**config.mk**
```make
export PLATFORM = sky130hd
export DESIGN_NAME = multicycle_ctrl
export DESIGN_NICKNAME = d
export VERILOG_FILES = /design/src/rtl/multicycle_ctrl.sv
export SDC_FILE = /design/constraint.sdc
export NUM_CORES = 1
export LEC_CHECK = 0
export BUFFER_PORTS_ARGS = -buffer_cell sky130_fd_sc_hd__buf_4
export CORE_MARGIN = 4
export CORE_UTILIZATION = 46
export CTS_BUF_LIST = sky130_fd_sc_hd__clkbuf_8
export DETAILED_ROUTE_END_ITERATION = 12
export PLACE_DENSITY = 0.84
export SLEW_MARGIN = 10
export SYNTH_ARGS = -nofsm -noshare
export SYNTH_HDL_FRONTEND = slang
export SYNTH_SLANG_ARGS = --single-unit
```
**constraint.sdc**
```tcl
create_clock -name clk -period 2.3 [get_ports clk]
set_input_delay 0.23 -clock clk [delete_from_list [all_inputs] [get_ports clk]]
set_output_delay 0.23 -clock clk [all_outputs]
set_load 0.005 [all_outputs]
```
**src/rtl/multicycle_ctrl.sv**
```systemverilog
// multicycle_ctrl: control FSM for the multi-cycle RV32I-subset core (fetch/decode/execute/mem/writeback).
// Define CTRL_PERF_CNT_EN to add the 32-bit InstRet retired-instruction counter output.
module multicycle_ctrl (
    input  logic        clk,
    input  logic        reset_n,
    input  logic [6:0]  Opcode,
    input  logic [2:0]  Funct3,
    input  logic        Funct7b5,
    input  logic        Zero,
    input  logic        MemReady,
    output logic        MemRead,
    output logic        MemWrite,
    output logic        AdrSrc,
    output logic        IRWrite,
    output logic        PCWrite,
    output logic        RegWrite,
    output logic [1:0]  ALUSrcA,
    output logic [1:0]  ALUSrcB,
    output logic [2:0]  ALUControl,
    output logic [1:0]  ResultSrc,
    output logic        Illegal,
`ifdef CTRL_PERF_CNT_EN
    output logic [31:0] InstRet,
`endif
    output logic [3:0]  State
);

    typedef enum logic [3:0] {
        S_FETCH    = 4'd0,
        S_DECODE   = 4'd1,
        S_MEMADR   = 4'd2,
        S_MEMREAD  = 4'd3,
        S_MEMWB    = 4'd4,
        S_MEMWRITE = 4'd5,
        S_EXECR    = 4'd6,
        S_EXECI    = 4'd7,
        S_ALUWB    = 4'd8,
        S_BRANCH   = 4'd9,
        S_JAL      = 4'd10,
        S_TRAP     = 4'd15
    } state_t;

    state_t     r_state;
    state_t     w_next;
    logic       r_started;
    logic       w_memRead;
    logic       w_memWrite;
    logic       w_adrSrc;
    logic       w_irWrite;
    logic       w_pcWrite;
    logic       w_regWrite;
    logic [1:0] w_aluSrcA;
    logic [1:0] w_aluSrcB;
    logic [2:0] w_aluControl;
    logic [1:0] w_resultSrc;
    logic [2:0] w_aluDecoded;
    logic       w_aluOk;

    // r_started holds the FSM idle for one edge after reset so the fetch request starts on a clean edge.
    always_ff @(posedge clk or negedge reset_n) begin
        if (!reset_n) begin
            r_state   <= S_FETCH;
            r_started <= 1'b0;
        end else begin
            r_started <= 1'b1;
            if (r_started) begin
                r_state <= w_next;
            end
        end
    end

    always_comb begin
        w_aluDecoded = 3'b000;
        w_aluOk      = 1'b1;
        case (Funct3)
            3'b000:  w_aluDecoded = (r_state == S_EXECR && Funct7b5) ? 3'b001 : 3'b000;
            3'b010:  w_aluDecoded = 3'b101;
            3'b110:  w_aluDecoded = 3'b011;
            3'b111:  w_aluDecoded = 3'b010;
            default: w_aluOk      = 1'b0;
        endcase
    end

    always_comb begin
        w_next       = r_state;
        w_memRead    = 1'b0;
        w_memWrite   = 1'b0;
        w_adrSrc     = 1'b0;
        w_irWrite    = 1'b0;
        w_pcWrite    = 1'b0;
        w_regWrite   = 1'b0;
        w_aluSrcA    = 2'b00;
        w_aluSrcB    = 2'b00;
        w_aluControl = 3'b000;
        w_resultSrc  = 2'b00;
        case (r_state)
            S_FETCH: begin
                w_memRead   = 1'b1;
                w_aluSrcB   = 2'b10;
                w_resultSrc = 2'b10;
                w_irWrite   = MemReady;
                w_pcWrite   = MemReady;
                if (MemReady) begin
                    w_next = S_DECODE;
                end
            end
            S_DECODE: begin
                w_aluSrcA = 2'b01;
                w_aluSrcB = 2'b01;
                case (Opcode)
                    7'b0000011, 7'b0100011: w_next = S_MEMADR;
                    7'b0110011:             w_next = S_EXECR;
                    7'b0010011:             w_next = S_EXECI;
                    7'b1100011:             w_next = S_BRANCH;
                    7'b1101111:             w_next = S_JAL;
                    default:                w_next = S_TRAP;
                endcase
            end
            S_MEMADR: begin
                w_aluSrcA = 2'b10;
                w_aluSrcB = 2'b01;
                w_next    = Opcode[5] ? S_MEMWRITE : S_MEMREAD;
            end
            S_MEMREAD: begin
                w_memRead = 1'b1;
                w_adrSrc  = 1'b1;
                if (MemReady) begin
                    w_next = S_MEMWB;
                end
            end
            S_MEMWB: begin
                w_resultSrc = 2'b01;
                w_regWrite  = 1'b1;
                w_next      = S_FETCH;
            end
            S_MEMWRITE: begin
                w_memWrite = 1'b1;
                w_adrSrc   = 1'b1;
                if (MemReady) begin
                    w_next = S_FETCH;
                end
            end
            S_EXECR: begin
                w_aluSrcA    = 2'b10;
                w_aluSrcB    = 2'b00;
                w_aluControl = w_aluDecoded;
                w_next       = w_aluOk ? S_ALUWB : S_TRAP;
            end
            S_EXECI: begin
                w_aluSrcA    = 2'b10;
                w_aluSrcB    = 2'b01;
                w_aluControl = w_aluDecoded;
                w_next       = w_aluOk ? S_ALUWB : S_TRAP;
            end
            S_ALUWB: begin
                w_regWrite = 1'b1;
                w_next     = S_FETCH;
            end
            S_BRANCH: begin
                w_aluSrcA    = 2'b10;
                w_aluControl = 3'b001;
                case (Funct3)
                    3'b000: begin
                        w_pcWrite = Zero;
                        w_next    = S_FETCH;
                    end
                    3'b001: begin
                        w_pcWrite = !Zero;
                        w_next    = S_FETCH;
                    end
                    default: w_next = S_TRAP;
                endcase
            end
            S_JAL: begin
                w_aluSrcA = 2'b01;
                w_aluSrcB = 2'b10;
                w_pcWrite = 1'b1;
                w_next    = S_ALUWB;
            end
            S_TRAP:  w_next = S_TRAP;
            default: w_next = S_TRAP;
        endcase
    end

    // Strobes stay low through reset and the first edge after it, so no stray request escapes.
    assign MemRead    = w_memRead  & r_started;
    assign MemWrite   = w_memWrite & r_started;
    assign AdrSrc     = w_adrSrc;
    assign IRWrite    = w_irWrite  & r_started;
    assign PCWrite    = w_pcWrite  & r_started;
    assign RegWrite   = w_regWrite & r_started;
    assign ALUSrcA    = w_aluSrcA;
    assign ALUSrcB    = w_aluSrcB;
    assign ALUControl = w_aluControl;
    assign ResultSrc  = w_resultSrc;
    assign Illegal    = (r_state == S_TRAP);
    assign State      = r_state;

`ifdef CTRL_PERF_CNT_EN
    logic [31:0] r_instRet;

    always_ff @(posedge clk or negedge reset_n) begin
        if (!reset_n) begin
            r_instRet <= 32'd0;
        end else if (r_started && w_next == S_FETCH &&
                     (r_state == S_MEMWB || r_state == S_MEMWRITE ||
                      r_state == S_ALUWB || r_state == S_BRANCH)) begin
            r_instRet <= r_instRet + 32'd1;
        end
    end

    assign InstRet = r_instRet;
`endif

endmodule

```
==> Word level (Yosys, flattened, before mapping) <==
Index checks and enable logic that the tools add are counted.
{ "word_totals": {"ff_bits": 5, "latchBits": 0, "mem_bits_rw": 0, "rom_bits": 0, "in_bits": 15, "output_inout_bits": 20, "wordCells": 69, "memories": 0} }
{ "op_classes": {"add_sub_neg": 0, "multipliers": 0, "n_div": 0, "n_lt_le_gt_ge": 0, "n_eq_ne": 24, "n_shift": 0, "n_mux": 22, "n_bitwise": 5, "reduce_logical": 16} }
{ "op_table": {"columns": ["cell", "n"], "rows": [
  ["4-bit one-hot mux with 9 select lines", 1],
  ["4-bit one-hot mux with 5 select lines", 1],
  ["4-bit by 3-bit == test with 1-bit output, second input constant", 4],
  ["4-bit == test, second input constant", 4],
  ["4-bit two-way mux", 4],
  ["2-bit OR reduction", 8],
  ["7-bit by 6-bit == test with 1-bit output, second input constant", 2],
  ["7-bit == test, second input constant", 2],
  ["2-bit one-hot mux with 2 select lines", 3],
  ["3-bit one-hot mux with 4 select lines", 1],
  ["4-bit by 2-bit == test with 1-bit output, second input constant", 2],
  ["4-bit OR reduction", 2],
  ["7-bit by 2-bit == test with 1-bit output, second input constant", 1],
  ["7-bit by 5-bit == test with 1-bit output, second input constant", 1],
  ["1-bit two-way mux", 7],
  ["3-bit == test, second input constant", 2],
  ["3-bit two-way mux", 2],
  ["2-bit inequality test, second input constant", 3],
  ["3-bit one-hot mux with 2 select lines", 1],
  ["1-bit AND", 5],
  ["4-bit by 1-bit == test with 1-bit output, second input constant", 1],
  ["4-bit logical NOT", 1],
  ["4-bit AND reduction", 1],
  ["3-bit by 1-bit == test with 1-bit output, second input constant", 1],
  ["other kinds (7)", 7]
]} }

==> Logic depth before layout (Yosys ltp) <==
Gate-level depths: netlist of run 1.
{ "logic_depth": {"ltp_word": 5, "mapped_depth": 6} }

==> Least setup slack after synthesis of run 1 <==
No wires, ideal clock.
{ "synth_timing": {"kind": "reg-to-reg", "startpoint": "register r_state[2], in the netlist State[2]", "endpoint": "register r_state[0], in the netlist State[0]", "setup_time_ns": 0.126, "arrival_ns": 1.534, "required_time_ns": 2.174, "slack_ns": 0.640, "stages_incl_launch_ff": 6, "n_path_buf": 1, "path_cell_list": "dfrtp_1 > buf_6 > xnor2_2 > a221oi_2 > o211ai_2 > o32a_1"} }
{ "synth_via": {"elab_chain_cells": 3, "elab_cells_between_ends": 18, "classes_between": "eq/ne (13); mux (1); reduce/logical (4)"} }
{ "synth_lines": {"columns": ["item", "line", "text"], "rows": [
  ["from (decl)", "43", "state_t r_state;"],
  ["from (signal assigned)", "67", "r_state <= w_next;"],
  ["4-bit == test, or another cell as far along", "96", "case (r_state)"],
  ["2-bit OR reduction (no source line) / 2-bit inequality test (equally long branches)", null, null],
  ["4-bit one-hot mux with 9 select lines / 4-bit AND reduction (equally long branches)", null, null]
]} }
Parallel ways exist; a longest one is shown, timed or not.
A chain may end at the register's enable or synchronous reset.

==> Final worst setup path of run 1 <==
{ "layout_timing": {"startpoint": "register r_state[0], in the netlist State[0]", "endpoint": "output port PCWrite"} }
{ "layout_via": {"elab_chain_cells": 3, "elab_cells_between_ends": 5, "classes_between": "eq/ne (2); mux (1); bitwise (1); reduce/logical (1)"} }
{ "layout_lines": {"columns": ["item", "line", "text"], "rows": [
  ["4-bit == test / 4-bit logical NOT (equally long branches)", "96", null],
  ["1-bit one-hot mux with 3 select lines (*)", "96", null],
  ["1-bit AND (*)", "190", "assign PCWrite = w_pcWrite & r_started;"],
  ["to (decl)", "15", "output logic PCWrite,"]
]} }
Every way passes the cells marked *; elsewhere a longest branch is shown, timed or not.

==> summary.md, run 1 <==
| Metric | Value |
|---|---|
| Crit-path most repeated cell | buf_4 |
| Max Slew Vio Count | 0 |
| Max cap viols | 0 |
| Synth Instances | 93 |
| Clk sinks | 5 |
| WP data required | 2.07 ns |
| Status | complete, no violations |
| Skew-Pair Late Insertion Delay | 0.22 ns |
| Register area share after synthesis | 0.1855 |
| Initial Util | 0.5056 |
| Port Buffers | 34 |
| CTS Root Cell | clkbuf_8 |
| Most frequent cells in the layout | 39 x buf_4, 14 x nor2_1, 8 x nor3_1, 6 x nand2_1 |
| Final Hold Fails | 0 |
| Crit path from | State[0] |
| Crit Path Max Fanout | 10 |
| Fmax achieved | 0.5090 GHz |
| Grt total ovfl | 0 |
| Via density | 5.720 |
| Met3 usage in global routing | 0.07031 |
| R2R Path Start | State[1] |
| # diodes | 0 |
| Setup bufs post-CTS | 0 |
| Slowest stage cell, crit path | dfrtp_1 |
| Post-synthesis cell type count | 43 |
| Initial DRC Count | 18 |
| CP Cell Sequence | buf_4 -> nand2b_1 -> o41ai_1 -> a21oi_1 -> nor3_1 -> buf_4 |
| Die X | 46.29 um |
| Area Growth Syn to Fin | 46.57% |
| WL final | 1982 um |
| Maximum root-to-sink buffer count | 2 |
| Setup slack after layout | 0.3354 ns |
| Busiest layer in global routing | met2 |
| Largest net degree at the start of global routing | 16 |
| Vias in the first global route | 744 |
| CTS tree | done |
| EDFF count, synth | 0 |
| Total Negative Setup Slacks | 0 ns |
| Final Setup Violations | 0 |
| Avg Inst Size Synth | 7.252 um2 |
| Routed via count | 818 |
| Final HPWL DP | 1613 um |
| Initial antenna violation count | 0 |
| FFs w/ async S/R, synth | 1.000 |
| Die Ht | 46.29 um |
| Fin util | 0.7411 |
| DR DRC count | 0 |
| Class of the tightest hold or removal check | primary input to asynchronous set/reset pin |
| Fill count | 107 |
| Leakage power | 0.4328 nW |
| Max stage delay on crit path | 0.51 ns |
| RSZ-0062 raised after global routing | false |
| First-pass GRT wire length | 3077 um |
| Register bit total from synthesis | 5 |
| Row cnt | 13 |
| ANT nets after route | 0 |
| Post-route minimum period | 1.965 ns |
| Place WS | 0.4641 ns |
| GRT met1 Usage | 0.2125 |
| Power density cells | 292.4 mW/mm2 |
| Gp weighted congestion | 0.8115 |
| Met2 usage | 0.3626 |
| Layout cells sized above 1 | 0.3672 |
| Clock Skews | 0.001213 ns |
| Max VDD drop | 0.0003175 V |
| First drt pass iteration count | 4 |
| Syn Std Cell Area | 674.4 um2 |
| Wire per inst | 13.86 um |
| Die Area | 0.002143 mm2 |
| WS Path Type | flop to primary output |
| GRT Util Overall | 0.2009 |
| Startpoint types | flop |
| Mapped Nets | 108 |
| WP data arrival | 1.73 ns |
| Core Area | 0.001334 mm2 |
| Num ports | 35 |
| Final period util | 0.8542 |
| Max H-tree Level | 1 |
| Leading cell type in the layout, fill and taps excluded | buf_4 |
| Final nets | 144 |
| Total CTS buffers | 3 |
| CP Capture Type | primary output |
| Synth warn | 0 |
| Top FF cell, synth | dfrtp_1 |
| Reg clk slew, reported paths | 0.03 ns |
-- cell type report --
class,count,area [um2],area share
multi-input combinational,76,485.5,0.4911
sequential,5,125.1,0.1266
timing repair buffer,40,302.8,0.3063
tap,15,18.77,0.01899
inverter,3,11.26,0.01139
clock inverter,1,3.754,0.003797
clock buffer,3,41.29,0.04177
-- final timing paths --
kind / slack [ns] / cells past startpoint / endpoint
min reg2reg: 0.81 / 2 / State[2]
min: 0.35 / 2 / State[2]
max in group asynchronous: 1.84 / 2 / State[3]
min in group clk: 0.51 / 5 / State[3]
max: 0.34 / 6 / PCWrite
max reg2reg: 0.44 / 4 / State[0]
-- cell usage after synthesis (2+ instances only) --
library cell | instances | area [um2]
inv_1 | 3 | 11.26
nand2_1 | 6 | 22.52
clkbuf_1 | 6 | 22.52
a21oi_1 | 4 | 20.02
nor2_1 | 14 | 52.55
o21ai_0 | 2 | 10.01
nor4b_1 | 2 | 17.52
dfrtp_1 | 5 | 125.1
o22a_1 | 2 | 17.52
buf_6 | 2 | 22.52
o31ai_1 | 2 | 15.01
nor3_1 | 8 | 40.04
nand2b_1 | 5 | 31.28
or3_1 | 2 | 12.51
xnor2_1 | 2 | 17.52
-- critical path: cells and delay by family (launching register included) --
| family | cells | cell delay (ns) |
|---|---|---|
| simple gates | 2 | 0.22 |
| flops | 1 | 0.51 |
| buf+inv | 2 | 0.37 |
| compound gates | 2 | 0.41 |
-- per-stage QoR --
stage	power (mW)	cells	hold WS, ns	instance area (um2)
after global placement	0.1320	138	0.03362	933.4
after detailed placement	0.1335	138	0.03534	933.4
after floorplan	0.1053	93	-0.06559	674.4
after CTS	0.2913	143	0.3458	988.4
after global routing	0.3035	143	0.3606	988.4
final	0.2890	143	0.3541	988.4
-- registers in the layout, summed over array words and instances (netlist names) --
signal     cells
State          4
r_started      1
-- report_power, final --
part	internal [mW]	total, mW	leakage, nW	switching [mW]
Sequential	0.0895	0.0904	0.0466	0.000921
Clock	0.114	0.155	0.0269	0.0407
Combinational	0.0230	0.0437	0.359	0.0207
Total	0.227	0.289	0.433	0.0623
-- per-layer routing --
metal | wire, um | up-vias
met3 | 176 | 2
met5 | 0 | -
li1 | - | 413
met4 | 12 | 0
met1 | 779 | 370
met2 | 1013 | 33
-- logic make-up after synthesis --
group,after synthesis,synth area share
buffers and inverters,12,0.09462
other,1,0.005561
DFF,5,0.1855
muxes,2,0.03154
AOI/OAI and AO/OA,23,0.2690
xor gates and xnor gates,4,0.06309
and+or+nand+nor,46,0.3507
-- what timing repair did --
| item | in CTS | in global routing |
|---|---|---|
| gates resized for setup | 0 | 0 |
| hold buffers | 1 | 0 |
| endpoints found under the hold margin | 5 | 0 |
Note: power is estimated with default switching activity, not from simulation.
==> inputs of run 2 (changes only) <==
==> constraint.sdc (replaced) <==
create_clock -name clk -period 2.3 [get_ports clk]
set_input_delay 0.23 -clock clk [delete_from_list [all_inputs] [get_ports clk]]
set_output_delay 0.23 -clock clk [all_outputs]
set_load 0.02 [all_outputs]
==> run 2 against run 1 <==
  * Utilization stayed put
  * Hold slack got worse by 0.0033 ns
  * Clock-buffer cell count unchanged
  * Global-route usage is 1.6 points higher
  * Fmax fell by 3.3%
  * Flip-flop and latch count stayed put
  * Die area is the same
  * Critical path type unchanged
  * Combinational power is essentially flat
  * Final area is the same
  * Highest routed layer unchanged
  * Sequential power about the same
  * Cell count unchanged
==> summary.md, run 2 (synthesized netlist as in run 1, its figures left out) <==
| Metric | Value |
|---|---|
| WS Path Type | flop to primary output |
| Placed cell count | 138 (unchanged) |
| Startpoint types | flop |
| # diodes | 0 (unchanged) |
| CP Capture Type | primary output |
| Reg clk slew, reported paths | 0.04 ns (about the same) |
| Layout cells sized above 1 | 0.3672 (unchanged) |
| ANT nets after route | 0 (unchanged) |
| GRT Util Overall | 0.2168 (+0.01582) |
| Final period util | 0.8831 (+0.02888) |
| Initial Util | 0.5056 (unchanged) |
| Max cap viols | 0 (unchanged) |
| Pwr Total | 0.2960 mW (+2.4%) |
| Hold Slack | 0.3508 ns (-0.003309 ns) |
| Total Negative Setup Slacks | 0 ns (unchanged) |
| Port Buffers | 34 (unchanged) |
| Max H-tree Level | 1 (unchanged) |
| Class of the tightest hold or removal check | primary input to asynchronous set/reset pin |
| Initial DRC Count | 10 (-8) |
| Wire per inst | 15.11 um (+9.0%) |
| Final Setup Violations | 0 (unchanged) |
| Skew-Pair Late Insertion Delay | 0.22 ns (about the same) |
| Vias in the first global route | 755 (+1.5%) |
| Setup slack after layout | 0.2690 ns (-0.06642 ns) |
| Fin util | 0.7411 (unchanged) |
| First-pass GRT wire length | 3291 um (+7.0%) |
| First drt pass iteration count | 4 (unchanged) |
| Final HPWL DP | 1669 um (+3.5%) |
| Die Area | 0.002143 mm2 (unchanged) |
| Num ports | 35 (unchanged) |
| Via density | 5.986 (+4.6%) |
| CTS Root Cell | clkbuf_8 |
| WP data required | 2.07 ns (about the same) |
| Final nets | 144 (unchanged) |
| WP data arrival | 1.80 ns (+0.07 ns) |
| Finished Layout Cells | 143 (unchanged) |
| Final Hold Fails | 0 (unchanged) |
| Leading cell type in the layout, fill and taps excluded | buf_4 |
| Max VDD drop | 0.0003455 V (+8.8%) |
| Routed via count | 856 (+4.6%) |
| Die X | 46.29 um (unchanged) |
| Gp weighted congestion | 0.7906 (-2.6%) |
| Core Area | 0.001334 mm2 (unchanged) |
| Largest net degree at the start of global routing | 15 (-1) |
| Area Growth Syn to Fin | 46.57% (unchanged) |
| Largest register FFs | 4 (unchanged) |
| Fill count | 116 (+8.4%) |
| Maximum root-to-sink buffer count | 2 (unchanged) |
| WL final | 2161 um (+9.0%) |
| Finished Cell Area | 988.4 um2 (unchanged) |
| Die Ht | 46.29 um (unchanged) |
| Leakage power | 0.4328 nW (unchanged) |
| Placed Area | 933.4 um2 (unchanged) |
| Fmax achieved | 0.4924 GHz (-3.3%) |
| Post-route minimum period | 2.031 ns (+0.06642 ns) |
| Crit path from | State[2] |
| Grt total ovfl | 0 (unchanged) |
| Initial antenna violation count | 0 (unchanged) |
| CTS tree | done |
| Clk sinks | 5 (unchanged) |
| Total CTS buffers | 3 (unchanged) |
| Status | complete, no violations |
| Clock Skews | 0.001924 ns (+0.0007110 ns) |
| Crit Path Max Fanout | 12 (+2) |
| R2R Path Start | State[0] |
| DR DRC count | 0 (unchanged) |
| Max Slew Vio Count | 0 (unchanged) |
| Place WS | 0.4277 ns (-0.03640 ns) |
| RSZ-0062 raised after global routing | false |
| Most frequent cells in the layout | 39 x buf_4, 14 x nor2_1, 8 x nor3_1, 6 x nand2_1 |
| Power density cells | 299.4 mW/mm2 (+2.4%) |
| Row cnt | 13 (unchanged) |
| Worst R2R Path Depth | 4 (unchanged) |
==> run 2: area by class of cell <==
type,instances,area (um2),share of cell area
Inverter,3,11.26,0.01139
Multi-Input combinational cell,76,485.5,0.4911
Sequential cell,5,125.1,0.1266
Clock buffer,3,41.29,0.04177
Clock inverter,1,3.754,0.003797
Timing Repair Buffer,40,302.8,0.3063
Tap cell,15,18.77,0.01899
==> run 2: worst paths after layout <==
| kind | to | slack, ns |
|---|---|---|
| worst max-delay path | IRWrite | 0.27 |
| worst max register to register | State[0] | 0.41 |
| max in group asynchronous | State[1] | 1.84 |
| min in group clk | State[3] | 0.51 |
| worst min register to register | State[3] | 0.85 |
| worst min-delay path | State[3] | 0.35 |
==> run 2: per-layer routing <==
| layer | GRT usage | part of all wire | up-vias |
|---|---|---|---|
| met5 | 0 | 0 | - |
| met3 | 0.08594 | 0.10 | 6 |
| met4 | 0.1023 | 0.017 | 0 |
| li1 | - | - | 408 |
| met2 | 0.3736 | 0.51 | 46 |
| met1 | 0.2263 | 0.36 | 396 |
==> run 2: what timing repair did <==
action | CTS | global route
hold buffers | 1 | 0
buffers inserted | 0 | 0
resized for setup | 0 | 0
hold endpoints to repair | 5 | 0
==> run 2: power breakdown <==
group | internal (mW) | total [mW] | leakage [nW] | switching (mW)
combinational | 0.0230 | 0.0440 | 0.359 | 0.0210
sequential | 0.0894 | 0.0903 | 0.0466 | 0.000926
clock | 0.115 | 0.162 | 0.0269 | 0.0469
total | 0.227 | 0.296 | 0.433 | 0.0688
==> run 2: worst max-delay path, cell delays in order (launching register included) <==
cell and delay [ns]:
dfrtp_1 0.45, buf_4 0.22, or2_2 0.32, nor3_1 0.25, and3_1 0.20, buf_4 0.14
